$ cat src/rtl/lorenz_plot_pkg.sv
// Shared types and fixed-point constants for the Lorenz attractor plotter.
// State vectors are signed 7.20; the Z offset recentres the butterfly vertically.
package lorenz_plot_pkg;
    localparam int DATA_W = 27;
    localparam int FRAC_W = 20;
    localparam logic [DATA_W-1:0] Z_CENTER = 27'h1900000;

    typedef enum logic [1:0] {
        PROJ_XY = 2'b00,
        PROJ_XZ = 2'b01,
        PROJ_YZ = 2'b10
    } proj_t;

    typedef enum logic [1:0] {
        CLEAR,
        WAIT,
        PROJ,
        WRITE
    } plot_state_t;
endpackage

$ cat src/rtl/plot_project.sv
// Combinational 2-D projection of a latched state vector onto screen coordinates.
// Scaling is a pure arithmetic shift (floor), so no rounding or clamping happens here.
module plot_project
    import lorenz_plot_pkg::*;
#(
    parameter int SCREEN_W = 640,
    parameter int SCREEN_H = 480
) (
    input  logic [DATA_W-1:0] x,
    input  logic [DATA_W-1:0] y,
    input  logic [DATA_W-1:0] z,
    input  logic [1:0]        proj_sel,
    input  logic [2:0]        scale_shift,
    output logic [9:0]        pix_x,
    output logic [8:0]        pix_y,
    output logic              on_screen
);
    localparam logic signed [16:0] CX    = 17'(SCREEN_W / 2);
    localparam logic signed [16:0] CY    = 17'(SCREEN_H / 2);
    localparam logic signed [16:0] X_MAX = 17'(SCREEN_W - 1);
    localparam logic signed [16:0] Y_MAX = 17'(SCREEN_H - 1);

    // One extra bit so Z - Z_CENTER cannot wrap for any 7.20 input.
    logic signed [DATA_W:0] h_src, v_src, z_rel;
    logic [4:0]             shamt;
    logic signed [15:0]     h, v;
    logic signed [16:0]     px, py;

    assign z_rel = {z[DATA_W-1], z} - {1'b0, Z_CENTER};

    always_comb begin
        h_src = {x[DATA_W-1], x};
        v_src = {y[DATA_W-1], y};
        case (proj_t'(proj_sel))
            PROJ_XZ: v_src = z_rel;
            PROJ_YZ: begin
                h_src = {y[DATA_W-1], y};
                v_src = z_rel;
            end
            default: ;
        endcase
    end

    // Worst case magnitude after a 13-bit shift is 2^14, so 16 bits always hold it.
    assign shamt = 5'(FRAC_W) - {2'b00, scale_shift};
    assign h     = 16'(h_src >>> shamt);
    assign v     = 16'(v_src >>> shamt);

    assign px = CX + 17'(h);
    assign py = CY - 17'(v);

    assign on_screen = (px >= 17'sd0) && (px <= X_MAX) && (py >= 17'sd0) && (py <= Y_MAX);
    assign pix_x     = px[9:0];
    assign pix_y     = py[8:0];
endmodule

$ cat src/rtl/lorenz_plotter.sv
// Plots decimated Lorenz states as pixel writes, throttling the integrator via step_en.
// Capture to pix_valid is 2 cycles; a stalled write holds pix_* and keeps step_en low.
module lorenz_plotter
    import lorenz_plot_pkg::*;
#(
    parameter int SCREEN_W = 640,
    parameter int SCREEN_H = 480
) (
    input  logic              clk,
    input  logic              reset,
    input  logic              state_valid,
    input  logic [DATA_W-1:0] x_in,
    input  logic [DATA_W-1:0] y_in,
    input  logic [DATA_W-1:0] z_in,
    input  logic [1:0]        proj_sel,
    input  logic [2:0]        scale_shift,
    input  logic [7:0]        decim,
    input  logic              clear_req,
    output logic              step_en,
    output logic              pix_valid,
    input  logic              pix_ready,
    output logic [9:0]        pix_x,
    output logic [8:0]        pix_y,
    output logic [7:0]        pix_color,
    output logic              busy,
    output logic [15:0]       drop_cnt
);
    localparam logic [9:0] X_LAST = 10'(SCREEN_W - 1);
    localparam logic [8:0] Y_LAST = 9'(SCREEN_H - 1);

    plot_state_t       state, state_nxt;
    logic [DATA_W-1:0] x_lat, y_lat, z_lat;
    logic [7:0]        dec_cnt, dec_lim, col_cnt;
    logic [8:0]        cnt_inc;
    logic              clear_pend, restart, capture, sweep_last;
    logic [9:0]        prj_x;
    logic [8:0]        prj_y;
    logic              on_screen;

    plot_project #(.SCREEN_W(SCREEN_W), .SCREEN_H(SCREEN_H)) u_project (
        .x           (x_lat),
        .y           (y_lat),
        .z           (z_lat),
        .proj_sel    (proj_sel),
        .scale_shift (scale_shift),
        .pix_x       (prj_x),
        .pix_y       (prj_y),
        .on_screen   (on_screen)
    );

    assign dec_lim    = (decim == 8'd0) ? 8'd1 : decim;
    assign cnt_inc    = {1'b0, dec_cnt} + 9'd1;
    // >= rather than == so lowering decim below the running count still captures.
    assign capture    = (state == WAIT) && state_valid && !clear_req && (cnt_inc >= {1'b0, dec_lim});
    assign restart    = clear_req || clear_pend;
    assign sweep_last = (pix_x == X_LAST) && (pix_y == Y_LAST);

    always_comb begin
        state_nxt = state;
        case (state)
            CLEAR: if (pix_valid && pix_ready && !restart && sweep_last) state_nxt = WAIT;
            WAIT: begin
                if (clear_req)    state_nxt = CLEAR;
                else if (capture) state_nxt = PROJ;
            end
            PROJ: begin
                if (on_screen)    state_nxt = WRITE;
                else              state_nxt = restart ? CLEAR : WAIT;
            end
            WRITE: if (pix_ready) state_nxt = restart ? CLEAR : WAIT;
            default: state_nxt = CLEAR;
        endcase
    end

    always_ff @(posedge clk) begin
        if (reset) begin
            state      <= CLEAR;
            pix_valid  <= 1'b0;
            pix_x      <= '0;
            pix_y      <= '0;
            pix_color  <= '0;
            step_en    <= 1'b0;
            busy       <= 1'b1;
            drop_cnt   <= '0;
            dec_cnt    <= '0;
            col_cnt    <= '0;
            clear_pend <= 1'b0;
            x_lat      <= '0;
            y_lat      <= '0;
            z_lat      <= '0;
        end else begin
            state   <= state_nxt;
            step_en <= (state_nxt == WAIT);
            busy    <= (state_nxt == CLEAR);
            case (state)
                CLEAR: begin
                    pix_valid <= 1'b1;
                    pix_color <= '0;
                    if (clear_req) clear_pend <= 1'b1;
                    if (pix_valid && pix_ready) begin
                        if (restart) begin
                            pix_x      <= '0;
                            pix_y      <= '0;
                            clear_pend <= 1'b0;
                        end else if (pix_x == X_LAST) begin
                            pix_x <= '0;
                            if (sweep_last) begin
                                pix_y     <= '0;
                                pix_valid <= 1'b0;
                            end else begin
                                pix_y <= pix_y + 9'd1;
                            end
                        end else begin
                            pix_x <= pix_x + 10'd1;
                        end
                    end
                end
                WAIT: begin
                    if (state_valid && !clear_req) begin
                        if (capture) begin
                            dec_cnt <= '0;
                            x_lat   <= x_in;
                            y_lat   <= y_in;
                            z_lat   <= z_in;
                        end else begin
                            dec_cnt <= cnt_inc[7:0];
                        end
                    end
                end
                PROJ: begin
                    if (clear_req) clear_pend <= 1'b1;
                    if (on_screen) begin
                        pix_x     <= prj_x;
                        pix_y     <= prj_y;
                        pix_color <= col_cnt;
                        pix_valid <= 1'b1;
                    end else if (drop_cnt != 16'hFFFF) begin
                        drop_cnt <= drop_cnt + 16'd1;
                    end
                end
                WRITE: begin
                    if (clear_req) clear_pend <= 1'b1;
                    if (pix_ready) begin
                        pix_valid <= 1'b0;
                        col_cnt   <= col_cnt + 8'd1;
                    end
                end
                default: ;
            endcase
            // Any entry into CLEAR from another state starts a fresh sweep at the origin.
            if (state != CLEAR && state_nxt == CLEAR) begin
                pix_x      <= '0;
                pix_y      <= '0;
                pix_color  <= '0;
                pix_valid  <= 1'b1;
                clear_pend <= 1'b0;
            end
        end
    end
endmodule

$ cat config.mk
export PLATFORM = sky130hd
export DESIGN_NAME = lorenz_plotter
export DESIGN_NICKNAME = d
export VERILOG_FILES = /design/src/rtl/lorenz_plot_pkg.sv /design/src/rtl/plot_project.sv /design/src/rtl/lorenz_plotter.sv
export SDC_FILE = /design/constraint.sdc
export NUM_CORES = 1
export LEC_CHECK = 0
export CAP_MARGIN = 25
export CORE_AREA = 10 10 156 158
export DETAILED_ROUTE_END_ITERATION = 12
export DIE_AREA = 0 0 166 168
export GPL_TIMING_DRIVEN = 0
export PLACE_DENSITY_LB_ADDON = 0.12
export SYNTH_ARGS = -nofsm -noshare
export SYNTH_HDL_FRONTEND = slang
export SYNTH_SLANG_ARGS = --single-unit
$ cat constraint.sdc
create_clock -name clk -period 8.4 [get_ports clk]
set_input_delay 1.68 -clock clk [delete_from_list [all_inputs] [get_ports clk]]
set_output_delay 1.68 -clock clk [all_outputs]
set_load 0.1 [all_outputs]
==> impl_metrics.yaml, run 1 <==
global_routing:
  grt_pass1_wl_mm: 74.1
  grt_antenna_before_repair: 1
  grt_pass1_vias: 12600
  grt_max_degree: 20
  grt_use_total_pct: 32.9
  grt_overflow: 0
hold_path:
  hold_class: "reg2reg"
  min_path_cells: 2
  worstHoldStart: "x_lat[0]$_SDFFE_PP0P_"
  hold_end: "x_lat[0]$_SDFFE_PP0P_"
drt:
  wire_per_inst_um: 26.2
  drc: 1
  routed_wirelength_mm: 48.4
  num_vias: 13000
  ant_nets: 0
  drtIter0Drc: 2013
  drt_first_pass_iters: 10
  routed_via_density: 7.04
setup_path:
  critPathLaunchType: "input port"
  worstSetupPathType: "in2reg"
  worstPathRequired_ns: 8.73
  reg2reg_slack_ns: 2.94
  r2r_cells: 18
  crit_top_cell: "buf_6"
  worst-path-max-fanout: 19
  worst_path_max_delay_cell: "clkdlybuf4s50_1"
  cp-end-kind: "flip-flop"
  max_stage_delay_ns: 0.47
  cp_data_arrival_time_ns: 8.48
  r2r_start: "z_lat[20]$_SDFFE_PP0P_"
  rr_endpoint: "drop_cnt[5]$_SDFFE_PP0P_"
floorplanning:
  std_cell_rows: 54
  initial_core_util_pct: 56.8
  dieWidth_um: 166
  die_area_sq_mm: 0.0279
  io_pins: 145
  die_y_um: 168
  core_sq_mm: 0.0214
place:
  place_inst: 1811
  dpl.hpwl_mm: 37.3
  post_dp_cell_area_sq_mm: 0.0140
  gp_congestion: 1.04
  port_buffers: 143
timing:
  fin_crit_ns: 8.15
  clock_skew_ns: 0.0180
  fmax_ghz: 0.123
  setup_viol: 0
  tightest_slew_ns: 1.04
  hold_viol_final: 0
  finalMaxSlewViolations: 0
  relSlewSlack_pct: 30.4
  min_period_over_period_pct: 97.0
synthesis:
  dominantRegCellSynth: "dfxtp_1"
  synth_nets: 1505
  syn_area_sq_mm: 0.0122
  async_reset_ff_share_pct: 0
  synth_edf_count: 0
  syn_inst: 1385
  ys_types: 99
  syn_avg_cell_area_sq_um: 8.78
  ys_seq_area_share_pct: 24.0
  ys_ff_latch: 146
  yosys_warnings: 0
cts:
  clockBufferDepth: 2
  clock-sinks: 146
  cts_tree: "built"
  numCtsBuffers: 17
  cts_hold_buf: 0
  insertion_delay_ns: 0.44
  cts-htree-levels: 4
  path_clk_slew_ns: 0.07
  clock_tree.root_cell: "clkbuf_16"
power:
  power_density_mw_per_mm2: 138
  p_leak_nw: 5.25
  ir_worst_vdd_uv: 106
layout:
  areaGrowthSynthToFinish_pct: 20.7
  multiInputGateArea_sq_mm: 0.00854
  layout.nets: 1673
  finalNonFillerCells: 1846
  n_antenna_cell: 0
  regArea_sq_mm: 0.00292
  fillers: 1613
  drive_gt1_share_pct: 14.8
  design_area_sq_mm: 0.0147
run:
  maxCapViolations: 0
outcome:
  violations: "DRC"
  outcome: "finished, violations left"
## cells in the final DEF, fill, tap and decap left out, types with 15 or more instances in the layout
cell type	netlist	layout
a21oi_1	49	49
a22oi_1	23	22
a31oi_1	19	19
and3_1	20	20
buf_2	19	18
buf_6	12	15
clkbuf_1	41	40
clkbuf_16	0	17
clkdlybuf4s50_1	0	143
dfxtp_1	146	146
ha_1	21	20
inv_1	37	37
mux2_2	48	48
mux2i_1	128	128
mux4_2	62	62
nand2_1	86	86
nand2b_1	17	17
nand3_1	46	46
nand4_1	15	15
nor2_1	191	191
nor2b_1	25	25
nor3_1	25	25
o21ai_0	47	47
o22ai_1	23	23
xnor2_1	18	18
xor2_1	16	16
## logic make-up after synthesis
family / count (synthesis) / synth area share, %
xor gates and xnor gates: 34 / 2.45
adders and majority gates: 21 / 2.16
buffers and inverters: 138 / 6.10
muxes: 241 / 26.9
and+or+nand+nor: 489 / 19.5
AOI/OAI and AO/OA: 316 / 18.9
DFF: 146 / 24.0
## area by class of cell
| class | count | area share, % |
|---|---|---|
| well taps | 280 | 2.39 |
| multi-input cells | 1101 | 58.2 |
| inverters | 41 | 1.05 |
| repair buffers | 151 | 10.2 |
| clock buffers | 18 | 2.92 |
| clock inverters | 14 | 1.19 |
| flip-flops and latches | 146 | 19.9 |
| plain buffers | 95 | 4.14 |
## synth_stat cells, drive strengths merged (23+ instances only)
cell    number  area, sq um
a21oi       49          245
mux2i      128         1280
nand2       87          329
mux2        50          563
o22ai       23          144
nor3        26          135
nor2b       25          156
nand3       46          230
a22oi       23          173
inv         40          150
nor2       191          717
buf         56          434
mux4        63         1420
clkbuf      41          154
o21ai       51          259
dfxtp      146         2920
## what timing repair did
item | CTS | global route
endpoints found under the hold margin | 0 | 0
endpoints found under the setup margin | 49 | 49
pin swaps | 3 | 4
buffers inserted | 3 | 2
gates resized for setup | 10 | 10
## routing by layer
metal | share of wire (%) | GRT usage, %
met1 | 39 | 41.9
met2 | 45 | 52.1
met3 | 11 | 7.92
met4 | 4.2 | 14.0
met5 | 0.023 | 0
## worst max-delay path: cells and delay by family
family          cells  cell delay, ns
simple gates        5            1.09
buf+inv            16            3.19
mux                 1            0.30
compound gates      6            1.49
fa+ha+maj           3            0.70
## report_power, final
group,internal [mW],total (mW),switching (mW)
combinational,0.201,0.520,0.319
sequential,0.694,0.696,0.00267
clock,0.450,0.808,0.358
## sequential cells by signal, indices dropped and copies added (netlist names), 2 cells and up
name       cells
col_cnt        8
dec_cnt        8
drop_cnt      16
pix_color      8
pix_x         10
pix_y          9
state          2
x_lat         27
y_lat         27
z_lat         27
## how the worst max path moves through the flow
stage / startpoint / end / slack [ns] / cells after the start
2_1_floorplan: scale_shift[0] / pix_y[4]$_SDFFE_PP0P_ / 0.80 / 33
3_3_place_gp: scale_shift[0] / pix_y[4]$_SDFFE_PP0P_ / -1.34 / 34
3_5_place_dp: scale_shift[0] / pix_color[2]$_SDFFE_PP0P_ / -1.35 / 33
4_1_cts: scale_shift[0] / pix_y[4]$_SDFFE_PP0P_ / 0.02 / 33
5_1_grt: scale_shift[0] / drop_cnt[12]$_SDFFE_PP0P_ / -0.008 / 30
6_report: scale_shift[0] / drop_cnt[5]$_SDFFE_PP0P_ / 0.25 / 31
## through the flow
stage,setup slack [ns],TNS [ns],hold slack (ns),util [%],power [mW]
after global routing,-0.00812,-0.00965,0.530,68.5,2.07
after global placement,-1.34,-58.47,0.473,65.1,1.20
final,0.250,0,0.502,68.5,2.03
after detailed placement,-1.35,-59.09,0.480,65.2,1.21
after CTS,0.0169,0,0.497,68.3,2.00
after floorplan,0.800,0,0.455,-,1.03
Power figures use the tool's default switching activity.
==> run 2, diff against run 1 <==
--- a/config.mk
+++ b/config.mk
@@ -5,6 +5,7 @@
 export SDC_FILE = /design/constraint.sdc
 export NUM_CORES = 1
 export LEC_CHECK = 0
+export ABC_CLOCK_PERIOD_IN_PS = 8400
 export CAP_MARGIN = 25
 export CORE_AREA = 10 10 156 158
 export DETAILED_ROUTE_END_ITERATION = 12
@@ -14,3 +15,4 @@
 export SYNTH_ARGS = -nofsm -noshare
 export SYNTH_HDL_FRONTEND = slang
 export SYNTH_SLANG_ARGS = --single-unit
+export TNS_END_PERCENT = 5
==> results of run 2 <==
Final layout, timing and power as in run 1 (identical DEF).
